===== src/rtl/div_freq_ctrl.sv =====
`default_nettype none
// +--------------------------------------------------------------------------+
// | Module      : div_freq_ctrl                                              |
// | Description : Run-time controller for a programmable frequency divider.  |
// |               Start/stop sequencing, valid/ready divisor loading with    |
// |               glitch-free changeover at period boundaries, a 1-cycle     |
// |               tick strobe and a square low_clock in the speed_clock      |
// |               domain.                                                    |
// | Optional    : define DIV_TICK_COUNT_EN to add the tick_count output      |
// |               (ticks since the last IDLE->RUN entry, 16-bit wrapping).   |
// | Revision    : 1.0  initial release                                       |
// +--------------------------------------------------------------------------+
// Ports:
//   speed_clock  in   system clock, rising edge
//   reset_n      in   synchronous active-low reset
//   start        in   level, leaves IDLE when stop is low
//   stop         in   level, returns to IDLE (wins over start)
//   cfg_valid    in   new divisor offered
//   cfg_div      in   divisor, legal range 2..2^CNT_W-1
//   cfg_ready    out  divisor can be accepted this cycle
//   cfg_err      out  1-cycle pulse after an accepted divisor < 2
//   busy         out  high in RUN or PEND
//   tick         out  1-cycle pulse on the last cycle of each period
//   low_clock    out  high for the first div/2 cycles of each period
//   tick_count   out  (DIV_TICK_COUNT_EN only) ticks since last RUN entry
module div_freq_ctrl #(
  parameter int          CNT_W       = 27,
  parameter int unsigned DEFAULT_DIV = 50_000_000
) (
  input  logic             speed_clock,
  input  logic             reset_n,
  input  logic             start,
  input  logic             stop,
  input  logic             cfg_valid,
  input  logic [CNT_W-1:0] cfg_div,
  output logic             cfg_ready,
  output logic             cfg_err,
  output logic             busy,
  output logic             tick,
  output logic             low_clock
`ifdef DIV_TICK_COUNT_EN
  ,
  output logic [15:0]      tick_count
`endif
);

  localparam logic [CNT_W-1:0] c_default_div = CNT_W'(DEFAULT_DIV);
  localparam logic [CNT_W-1:0] c_one         = CNT_W'(1);
  localparam logic [CNT_W-1:0] c_two         = CNT_W'(2);

  typedef enum logic [1:0] {
    ST_IDLE = 2'd0,
    ST_RUN  = 2'd1,
    ST_PEND = 2'd2
  } state_t;

  state_t           state_q, state_d;
  logic [CNT_W-1:0] div_q, div_d;
  logic [CNT_W-1:0] cont_q, cont_d;
  logic [CNT_W-1:0] pend_div_q, pend_div_d;
  logic             cfg_err_q, cfg_err_d;

  logic             w_xfer;
  logic             w_cfg_legal;
  logic             w_last;
  logic             w_busy;

  assign w_busy      = (state_q != ST_IDLE);
  assign w_xfer      = cfg_valid & cfg_ready;
  assign w_cfg_legal = (cfg_div >= c_two);
  // cont only advances while busy, so w_last alone is meaningful in IDLE too
  // (cont is 0 there and div >= 2), but tick is still gated by busy.
  assign w_last      = (cont_q == (div_q - c_one));

  // Outputs decode registered state/cont directly: no extra latency.
  assign cfg_ready = (state_q != ST_PEND);
  assign cfg_err   = cfg_err_q;
  assign busy      = w_busy;
  assign tick      = w_busy & w_last;
  assign low_clock = w_busy & (cont_q < (div_q >> 1));

  always_comb begin
    state_d    = state_q;
    div_d      = div_q;
    cont_d     = cont_q;
    pend_div_d = pend_div_q;
    cfg_err_d  = w_xfer & ~w_cfg_legal;

    case (state_q)
      ST_IDLE: begin
        cont_d = '0;
        // A divisor accepted together with start governs the first period.
        if (w_xfer && w_cfg_legal) begin
          div_d = cfg_div;
        end
        if (start && !stop) begin
          state_d = ST_RUN;
        end
      end

      ST_RUN: begin
        if (stop) begin
          state_d = ST_IDLE;
          cont_d  = '0;
          // A divisor accepted on the stopping edge is committed directly.
          if (w_xfer && w_cfg_legal) begin
            div_d = cfg_div;
          end
        end else begin
          cont_d = w_last ? '0 : cont_q + c_one;
          if (w_xfer && w_cfg_legal) begin
            pend_div_d = cfg_div;
            state_d    = ST_PEND;
          end
        end
      end

      ST_PEND: begin
        if (stop) begin
          state_d = ST_IDLE;
          cont_d  = '0;
          div_d   = pend_div_q;
        end else if (w_last) begin
          // Changeover only at the period boundary keeps low_clock glitch-free.
          state_d = ST_RUN;
          cont_d  = '0;
          div_d   = pend_div_q;
        end else begin
          cont_d = cont_q + c_one;
        end
      end

      default: begin
        state_d = ST_IDLE;
        cont_d  = '0;
      end
    endcase
  end

  always_ff @(posedge speed_clock) begin
    if (!reset_n) begin
      state_q    <= ST_IDLE;
      div_q      <= c_default_div;
      cont_q     <= '0;
      pend_div_q <= '0;
      cfg_err_q  <= 1'b0;
    end else begin
      state_q    <= state_d;
      div_q      <= div_d;
      cont_q     <= cont_d;
      pend_div_q <= pend_div_d;
      cfg_err_q  <= cfg_err_d;
    end
  end

`ifdef DIV_TICK_COUNT_EN
  logic [15:0] tick_count_q, tick_count_d;

  always_comb begin
    tick_count_d = tick_count_q;
    if ((state_q == ST_IDLE) && (state_d == ST_RUN)) begin
      tick_count_d = '0;
    end else if (tick) begin
      tick_count_d = tick_count_q + 16'd1;
    end
  end

  always_ff @(posedge speed_clock) begin
    if (!reset_n) begin
      tick_count_q <= '0;
    end else begin
      tick_count_q <= tick_count_d;
    end
  end

  assign tick_count = tick_count_q;
`endif

endmodule
`default_nettype wire

===== config.mk =====
export PLATFORM = sky130hd
export DESIGN_NAME = div_freq_ctrl
export DESIGN_NICKNAME = d
export VERILOG_FILES = /design/src/rtl/div_freq_ctrl.sv
export SDC_FILE = /design/constraint.sdc
export NUM_CORES = 1
export LEC_CHECK = 0
export ABC_AREA = 1
export BUFFER_PORTS_ARGS = -buffer_cell sky130_fd_sc_hd__buf_2
export CAP_MARGIN = 20
export CELL_PAD_IN_SITES_DETAIL_PLACEMENT = 0
export CELL_PAD_IN_SITES_GLOBAL_PLACEMENT = 1
export CORE_MARGIN = 5
export CORE_UTILIZATION = 47
export CTS_CLUSTER_DIAMETER = 80
export CTS_CLUSTER_SIZE = 24
export DETAILED_ROUTE_END_ITERATION = 8
export GPL_ROUTABILITY_DRIVEN = 0
export PLACE_DENSITY_LB_ADDON = 0.1
export SLEW_MARGIN = 20
export SYNTH_ARGS = -nofsm -noshare
export SYNTH_HDL_FRONTEND = slang
export SYNTH_SLANG_ARGS = --single-unit

===== constraint.sdc =====
create_clock -name speed_clock -period 6.1 [get_ports speed_clock]
set_clock_uncertainty 0.05 [all_clocks]
set_input_delay 1.525 -clock speed_clock [delete_from_list [all_inputs] [get_ports speed_clock]]
set_output_delay 1.525 -clock speed_clock [all_outputs]
set_load 0.01 [all_outputs]

Word level (Yosys, flattened, before mapping)
Cells that the tools add are included.
W data, S select, Z words.
{"block": "totals", "register_bits": 84, "word_cells": 47}
{"block": "op_classes", "n_addsub": 2, "order_cmp": 2, "eq_ne": 8, "n_mux": 11, "n_bitwise": 8, "n_reduce_logical": 11}
{"op": "$mux W27", "count": 4}
{"op": "$pmux W27 S3", "count": 1}
{"op": "$add A27 B1 Y27 const B", "count": 1}
{"op": "$eq A27 B27 Y1", "count": 1}
{"op": "$ge A27 B2 Y1 const B", "count": 1}
{"op": "$lt A27 B26 Y1", "count": 1}
{"op": "$sub A27 B1 Y27 const B", "count": 1}
{"op": "$mux W2", "count": 5}
{"op": "$reduce_and A3 Y1", "count": 3}
{"op": "$ne A2 B2 Y1 const B", "count": 3}
{"op": "$ne A3 B3 Y1 const B", "count": 2}
{"op": "$pmux W2 S3", "count": 1}
{"op": "$and A1 B1 Y1", "count": 4}
{"op": "$not A1 Y1", "count": 4}
{"op": "$reduce_or A4 Y1", "count": 1}
{"op": "$reduce_bool A3 Y1", "count": 1}
{"op": "$eq A2 B1 Y1 const B", "count": 1}
{"op": "$eq A2 B2 Y1 const B", "count": 1}
{"op": "$logic_and A1 B1 Y1", "count": 2}
{"op": "$logic_not A2 Y1", "count": 1}
{"op": "$reduce_bool A2 Y1", "count": 1}
{"op": "$reduce_or A2 Y1", "count": 1}
{"op": "$logic_not A1 Y1", "count": 1}

Longest topological paths before layout
Gate-level depths: netlist of run 1.
{"block": "depth", "word_depth": 6, "ltp_mapped": 19, "mapped_depth_nobuf": 18}

Worst setup path before layout of run 1
Ideal clock, no wire load.
{"block": "synth_timing", "path_kind": "reg-to-output", "from": "register div_q[0]", "to": "output tick", "arrival_ps": 1877, "required_ps": 4525, "setup_slack_ps": 2648, "stages_incl_launch_ff": 15, "n_path_buf": 0, "path_cell_list": "dfxtp_1 > inv_1 > ha_1 > nand3_2 > nor2_4 > nand2_1 > o21ai_1 > nand2_1 > nand2_1 > nand2_1 > nor3_1 > nand3_1 > nor2_1 > nand3_1 > nor3_1"}
{"block": "synth_between", "elab_chain_len": 3}
{"element": "from (decl)", "line_no": "58", "source": "logic [CNT_W-1:0] div_q, div_d;"}
{"element": "from (signal assigned)", "line_no": "143", "source": "div_q <= c_default_div;"}
{"element": "from (signal assigned)", "line_no": "149", "source": "div_q <= div_d;"}
{"element": "$sub A27 B1 Y27", "line_no": "73", "source": "assign w_last = (cont_q == (div_q - c_one));"}
{"element": "$eq A27 B27 Y1", "line_no": "73"}
{"element": "$and A1 B1 Y1", "line_no": "79", "source": "assign tick = w_busy & w_last;"}
{"element": "to (decl)", "line_no": "39", "source": "output logic tick,"}
No other way between the ends.

Final worst setup path of run 1
{"block": "layout_timing", "from": "register div_q[1]", "to": "output tick"}
The elaborated chain is that of the path after synthesis.

==> impl_metrics.py, run 1 <==
metrics = {
    "yosys": {
        "synth_nets": 962,
        "synth-seq-cells": 84,
        "yosysSeqAreaShare_pct": 29.4,
        "synth_top_area_cell": "dfxtp_1",
        "synth_top_family_by_area": "simple AND/OR/NAND/NOR gates",
        "synth_flop_cell": "dfxtp_1",
        "synth_adder_area_share_pct": 6.77,
        "synthSimpleGateAreaFrac_pct": 34.0,
        "synth_top_area_share_pct": 29.4,
        "synth-compound-area-share_pct": 12.9,
        "netlist_area_um2": 5730,
        "ys_top_cells_by_count": "nand2_1, inv_1, nor2_1",
        "syn_avg_cell_area_um2": 6.37,
        "synth-edff-count": 0,
        "ys_types": 38,
        "synthTopCellsByArea": "dfxtp_1, nand2_1, inv_1",
        "synth_xor_area_share_pct": 4.98,
        "async_flop_share_pct": 0,
        "yosysMostFrequentCell": "nand2_1",
        "synth_mux_area_share_pct": 0,
        "ys_warn_count": 0,
        "syn_inst": 899,
    },
    "critical_path": {
        "crit_arrival_ps": 2780,
        "reg2reg_from": "div_q[1]",
        "critPathKind": "reg2out",
        "critPathRequiredTime_ps": 4530,
        "crit_path_start": "div_q[1]",
        "endpoint_kind": "output port",
        "path_max_fanout": 13,
        "cp-start-kind": "flip-flop",
    },
    "final_layout": {
        "antenna_cells": 0,
        "fin_nets": 983,
        "area_delta_synth_final_pct": 9.15,
        "stdcell_area_um2": 6250,
        "fin_util_pct": 52.3,
        "layout-drive-gt1-share_pct": 7.58,
    },
    "global_route": {
        "grt_pass1_vias": 5229,
        "grt_usage_pct": 21.1,
        "grt_max_degree": 55,
        "antenna_found_initial": 0,
        "overflow": 0,
        "grt_pass1_wl_um": 25000,
    },
    "die": {
        "die_x_um": 120,
        "die_h_um": 120,
        "io_pins": 37,
        "rows": 40,
        "die_area_um2": 14500,
        "core-area_um2": 12000,
        "start_util_pct": 47.9,
    },
    "pwr": {
        "power.density_nw_per_um2": 242,
        "ir_worst_vdd_mv": 0.164,
        "p_total_w": 0.00151,
        "leakagePower_nw": 2.78,
    },
    "run_status": {
        "status": "completed",
    },
    "route": {
        "vias": 5585,
        "drt_first_pass_iters": 5,
        "viasPerCell": 5.21,
        "drcViolationCount": 0,
        "drt_wl_total_um": 14700,
        "wl_per_cell_um": 13.7,
        "drt_iter0_drc": 328,
        "antenna_left": 0,
    },
    "worst_hold_path": {
        "min_path_type": "reg2reg",
        "hold_start": "pend_div_q[13]",
    },
    "clock_tree": {
        "cts.htree.levels": 3,
        "cts_resized": 0,
        "cts_tree": "done",
        "cts-root-buf": "clkbuf_16",
        "cts.sinks": 84,
        "insertion_delay_ps": 340,
        "clk_pin_slew_ps": 70,
        "cts_setup_buffers": 0,
        "cts_made_buffers": 9,
        "hold_buffers": 0,
        "cts_buffer_depth": 2,
    },
    "sta": {
        "clock.fmax_ghz": 0.230,
        "setup_tns_ps": 0,
        "rsz0062_at_grt": "no",
        "post-route-min-period_ps": 4350,
        "setup_viol": 0,
        "drv_slew": 0,
        "fin_ws_ps": 1750,
        "final.period_utilization_pct": 71.3,
        "worstMarginPinSlew_ps": 829,
        "hold_viol_final": 0,
        "relSlewSlack_pct": 44.6,
    },
    "run": {
        "max_cap_violations": 0,
    },
    "placement": {
        "dpl.hpwl_um": 11400,
        "placed_area_um2": 5960,
        "post-place-ws_ps": 2120,
        "io_buffers": 36,
    },
}
## cell type report
cell class	count	area (µm²)
tap	147	184
clock buffer	10	229
inverter	142	533
timing repair buffer	39	203
sequential	84	1680
fill	1235	5710
multi-input combinational	644	3360
clock inverter	5	62.6
## kinds of logic after synthesis
group	after synthesis
buffers and inverters	171
AO/OA/AOI/OAI	140
XOR/XNOR	31
flip-flops	84
adder cells (fa/ha/maj)	31
AND/OR/NAND/NOR	442
## flip-flops by register name, indices dropped and copies added, names as in the netlist
| name | flops |
|---|---|
| div_q | 27 |
| cfg_err | 1 |
| state_q | 2 |
| pend_div_q | 27 |
| cont_q | 27 |
## metal layers
layer / wire (µm) / part of all wire (%) / GRT usage (%)
met4: 318 / 2.2 / 7.93
met5: 0 / 0 / 0
met3: 639 / 4.4 / 4.21
met2: 6580 / 45 / 33.7
met1: 7140 / 49 / 28.1
## per-stage QoR
step,hold WS (ps),cells
final,394,1071
after global routing,416,1071
after CTS,397,1071
after detailed placement,386,1056
after global placement,382,1056
after floorplan,374,899
## worst max-delay path, stage by stage, from the launching register on
cell	delay (ps)
dfxtp_1	310
inv_1	110
ha_1	220
nand3_2	150
nor2_4	310
nand2_1	150
o21ai_1	190
nand2_1	90
nand2_1	60
nand2_1	50
nor3_1	130
nand3_1	80
nor2_1	130
nand3_1	90
nor3_1	180
buf_2	170
## power breakdown
part | internal, W | leakage [nW] | switching [W]
Combinational | 0.000116 | 1.96 | 0.000223
Sequential | 0.000585 | 0.684 | 0.0000417
Clock | 0.000317 | 0.135 | 0.000230
## final timing paths
check | endpoint | slack [ps] | depth (start not counted)
worst max-delay path | tick | 1750 | 15
worst min-delay path | pend_div_q[13] | 390 | 2
worst max register to register | cont_q[8] | 3030 | 14
worst min register to register | pend_div_q[13] | 390 | 2
## layout by cell type (no fill, tap or decap), types with 2 or more instances in the layout
master and count:
nand2_1 204, inv_1 138, nor2_1 91, dfxtp_1 84
nand3_1 81, o21ai_0 66, a21oi_1 63, buf_2 36
ha_1 31, nand4_1 23, xor2_1 21, nor3_1 17
xnor2_1 9, clkbuf_16 9, nor4_1 7, nand3b_1 5
nor2_4 4, nor2_2 4, buf_4 3, inv_2 2
o211ai_1 2, clkinv_1 2, nand2_4 2, clkinvlp_4 2
No activity file was read; power rests on OpenSTA's default activity.
==> inputs of run 2 (changes only) <==
--- a/config.mk
+++ b/config.mk
@@ -11,7 +11,7 @@
 export CELL_PAD_IN_SITES_DETAIL_PLACEMENT = 0
 export CELL_PAD_IN_SITES_GLOBAL_PLACEMENT = 1
 export CORE_MARGIN = 5
-export CORE_UTILIZATION = 47
+export CORE_UTILIZATION = 39
 export CTS_CLUSTER_DIAMETER = 80
 export CTS_CLUSTER_SIZE = 24
 export DETAILED_ROUTE_END_ITERATION = 8
==> constraint.sdc (replaced) <==
create_clock -name speed_clock -period 3.5 [get_ports speed_clock]
set_clock_uncertainty 0.05 [all_clocks]
set_input_delay 0.875 -clock speed_clock [delete_from_list [all_inputs] [get_ports speed_clock]]
set_output_delay 0.875 -clock speed_clock [all_outputs]
set_load 0.01 [all_outputs]
==> run 2 against run 1 <==
Setup slack got worse by 1700 ps. Clock power increased by 84%. Total power increased by 81%. Utilization decreased by 7.5 points. Critical path depth increased by 2. Sequential cell count unchanged. Combinational power increased by 86%. Via count increased by 0.29%. Hold slack about the same. Routed wire length increased by 4.6%. Largest cell class unchanged.
==> impl_metrics.py, run 2 (synthesized netlist as in run 1, its figures left out) <==
metrics = {
    "pwr": {
        "seqPwrFrac_pct": 40.0,
        "p_total_w": 0.00274,
        "p_sw_share_pct": 33.1,
        "clockPowerShare_pct": 36.9,
        "pwr-share-comb_pct": 23.0,
        "power.density_nw_per_um2": 422,
        "leakagePower_nw": 2.86,
        "p_int_w": 0.00183,
        "p_switching_w": 0.000907,
        "ir_worst_vdd_mv": 0.203,
    },
    "global_route": {
        "grt_pass1_vias": 5315,
        "grt_usage_pct": 17.6,
        "gr-usage-met1_pct": 23.8,
        "grt_pass1_wl_um": 25300,
        "grtUsageMet2_pct": 28.2,
        "grt_util_met3_pct": 2.64,
        "grt_max_degree": 55,
        "top_usage_layer": "met2",
        "antenna_found_initial": 0,
        "overflow": 0,
    },
    "die": {
        "start_util_pct": 39.6,
        "core-area_um2": 14500,
        "die_x_um": 131,
        "die_h_um": 131,
        "io_pins": 37,
        "die_area_um2": 17200,
        "rows": 44,
    },
    "route": {
        "viasPerCell": 5.01,
        "drt_first_pass_iters": 5,
        "drt_iter0_drc": 303,
        "vias": 5601,
        "antenna_left": 0,
        "wl_per_cell_um": 13.7,
        "drcViolationCount": 0,
        "drt_wl_total_um": 15400,
    },
    "final_layout": {
        "area_delta_synth_final_pct": 13.1,
        "final_cell_mix": "nand2_1, inv_1, nor2_1",
        "fin_util_pct": 44.8,
        "layout-drive-gt1-share_pct": 10.4,
        "layout_commonest_cell": "nand2_1",
        "finalNonFillerCells": 1119,
        "reg.largest.list": "cont_q: 27 flops, div_q: 27 flops, pend_div_q: 27 flops",
        "fin_nets": 993,
        "n_fill_cell": 1577,
        "antenna_cells": 0,
    },
    "critical_path": {
        "cpLargestDelayFamily": "simple AND/OR/NAND/NOR gates",
        "critPathKind": "reg2out",
        "critPathRequiredTime_ps": 2570,
        "slowest_delay_ps": 330,
        "cp_cell_sequence": "inv_2 -> ha_4 -> nand3_4 -> nor2_4 -> buf_6 -> buf_6 -> nand3_1 -> nand2_1 -> nand2_1 -> nand2_1 -> nand3_1 -> inv_1 -> nand4_1 -> nor2_1 -> nand3_1 -> nor3_2 -> buf_2",
        "cp-start-kind": "flip-flop",
        "crit_arrival_ps": 2480,
        "path_max_fanout": 7,
        "crit_slowest_cell": "dfxtp_2",
        "path_buf_inv": 5,
        "crit_cells": 17,
        "endpoint_kind": "output port",
        "r2r_cells": 16,
    },
    "sta": {
        "rsz0062_at_grt": "yes",
        "setup_viol": 0,
        "relSlewSlack_pct": 65.2,
        "worstMarginPinSlew_ps": 517,
        "final.period_utilization_pct": 97.2,
        "post-route-min-period_ps": 3400,
        "hold_viol_final": 0,
        "clock.fmax_ghz": 0.294,
        "drv_slew": 0,
    },
    "clock_tree": {
        "cts.htree.levels": 3,
        "clk_pin_slew_ps": 60,
        "cts_tree": "done",
        "cts-root-buf": "clkbuf_16",
        "cts_made_buffers": 9,
        "cts_buffer_depth": 2,
        "insertion_delay_ps": 350,
        "cts.sinks": 84,
    },
    "run": {
        "max_cap_violations": 0,
    },
    "placement": {
        "io_buffers": 36,
        "dpl.cell_count": 1096,
        "dpl.hpwl_um": 12000,
    },
    "worst_hold_path": {
        "hold_depth": 2,
        "min_path_type": "reg2reg",
    },
    "run_status": {
        "status": "completed",
    },
}
## run 2: cell types whose count changed in the layout (fill, tap and decap cells not counted), moves of 2 or more
cell	before	now
buf_6	0	2
nor2_4	4	6
clkinvlp_4	2	0
nor2_1	91	86
inv_1	138	136
nor2_2	4	7
dfxtp_2	0	2
buf_4	3	10
nor3_2	0	2
nor3_1	17	15
dfxtp_1	84	82
## run 2: path summary, 6_finish.rpt
check	startpoint	endpoint	slack, ps
max	div_q[0]	tick	100
min	pend_div_q[20]	pend_div_q[20]	390
max reg2reg	div_q[2]	div_q[22]	730
min reg2reg	pend_div_q[20]	pend_div_q[20]	390
## run 2: worst reg2reg max path, stage by stage (launching register included)
cell and delay, ps:
dfxtp_1 340, inv_2 120, nand2_1 70, nor2_1 200
nand3_1 190, o21ai_0 300, nand2_1 90, nand2_1 120
nand2_1 100, nor2_1 90, nand2_1 60, nor2_2 90
nand2_2 100, nand2_4 270, nand2_4 240, nand2_1 140
nand3_1 70
## run 2: repair_timing
item,4_1_cts,5_1_grt
setup endpoints to repair,1,1
gates resized for setup,5,18
pin swaps,3,8
hold buffers,0,0
buffers inserted,2,5
## run 2: through the flow
stage | worst slack, ps | TNS (ps) | cell area [µm²] | hold slack (ps)
floorplan | 698 | 0 | 5730 | 374
global placement | 258 | 0 | 6040 | 382
detailed placement | 193 | 0 | 6040 | 386
CTS | 13.7 | 0 | 6390 | 396
global route | -13.6 | -13.6 | 6480 | 411
finish | 97.4 | 0 | 6480 | 394
## run 2: routing by layer
layer / share of wire [%] / up-vias
li1: - / 2969
met1: 49 / 2499
met2: 45 / 108
met3: 4.1 / 25
met4: 2.4 / 0
met5: 0 / -
## run 2: cell type report
class                   instances  area, µm²  area share (%)
clock buffers                  10        239            3.69
multi-input cells             644       3420            52.8
repair buffers                 49        298            4.59
well taps                     184        230            3.55
clock inverters                 6       70.1            1.08
inverters                     142        536            8.26
flip-flops and latches         84       1680            26.0
## run 2: power by group through the flow
stage	Sequential, W	Combinational, W	Clock, W
final	0.00110	0.000631	0.00101
after global routing	0.00111	0.000718	0.00108
after CTS	0.00109	0.000613	0.00105
after detailed placement	0.00111	0.000595	0
after global placement	0.00111	0.000590	0
after floorplan	0.00109	0.000458	0
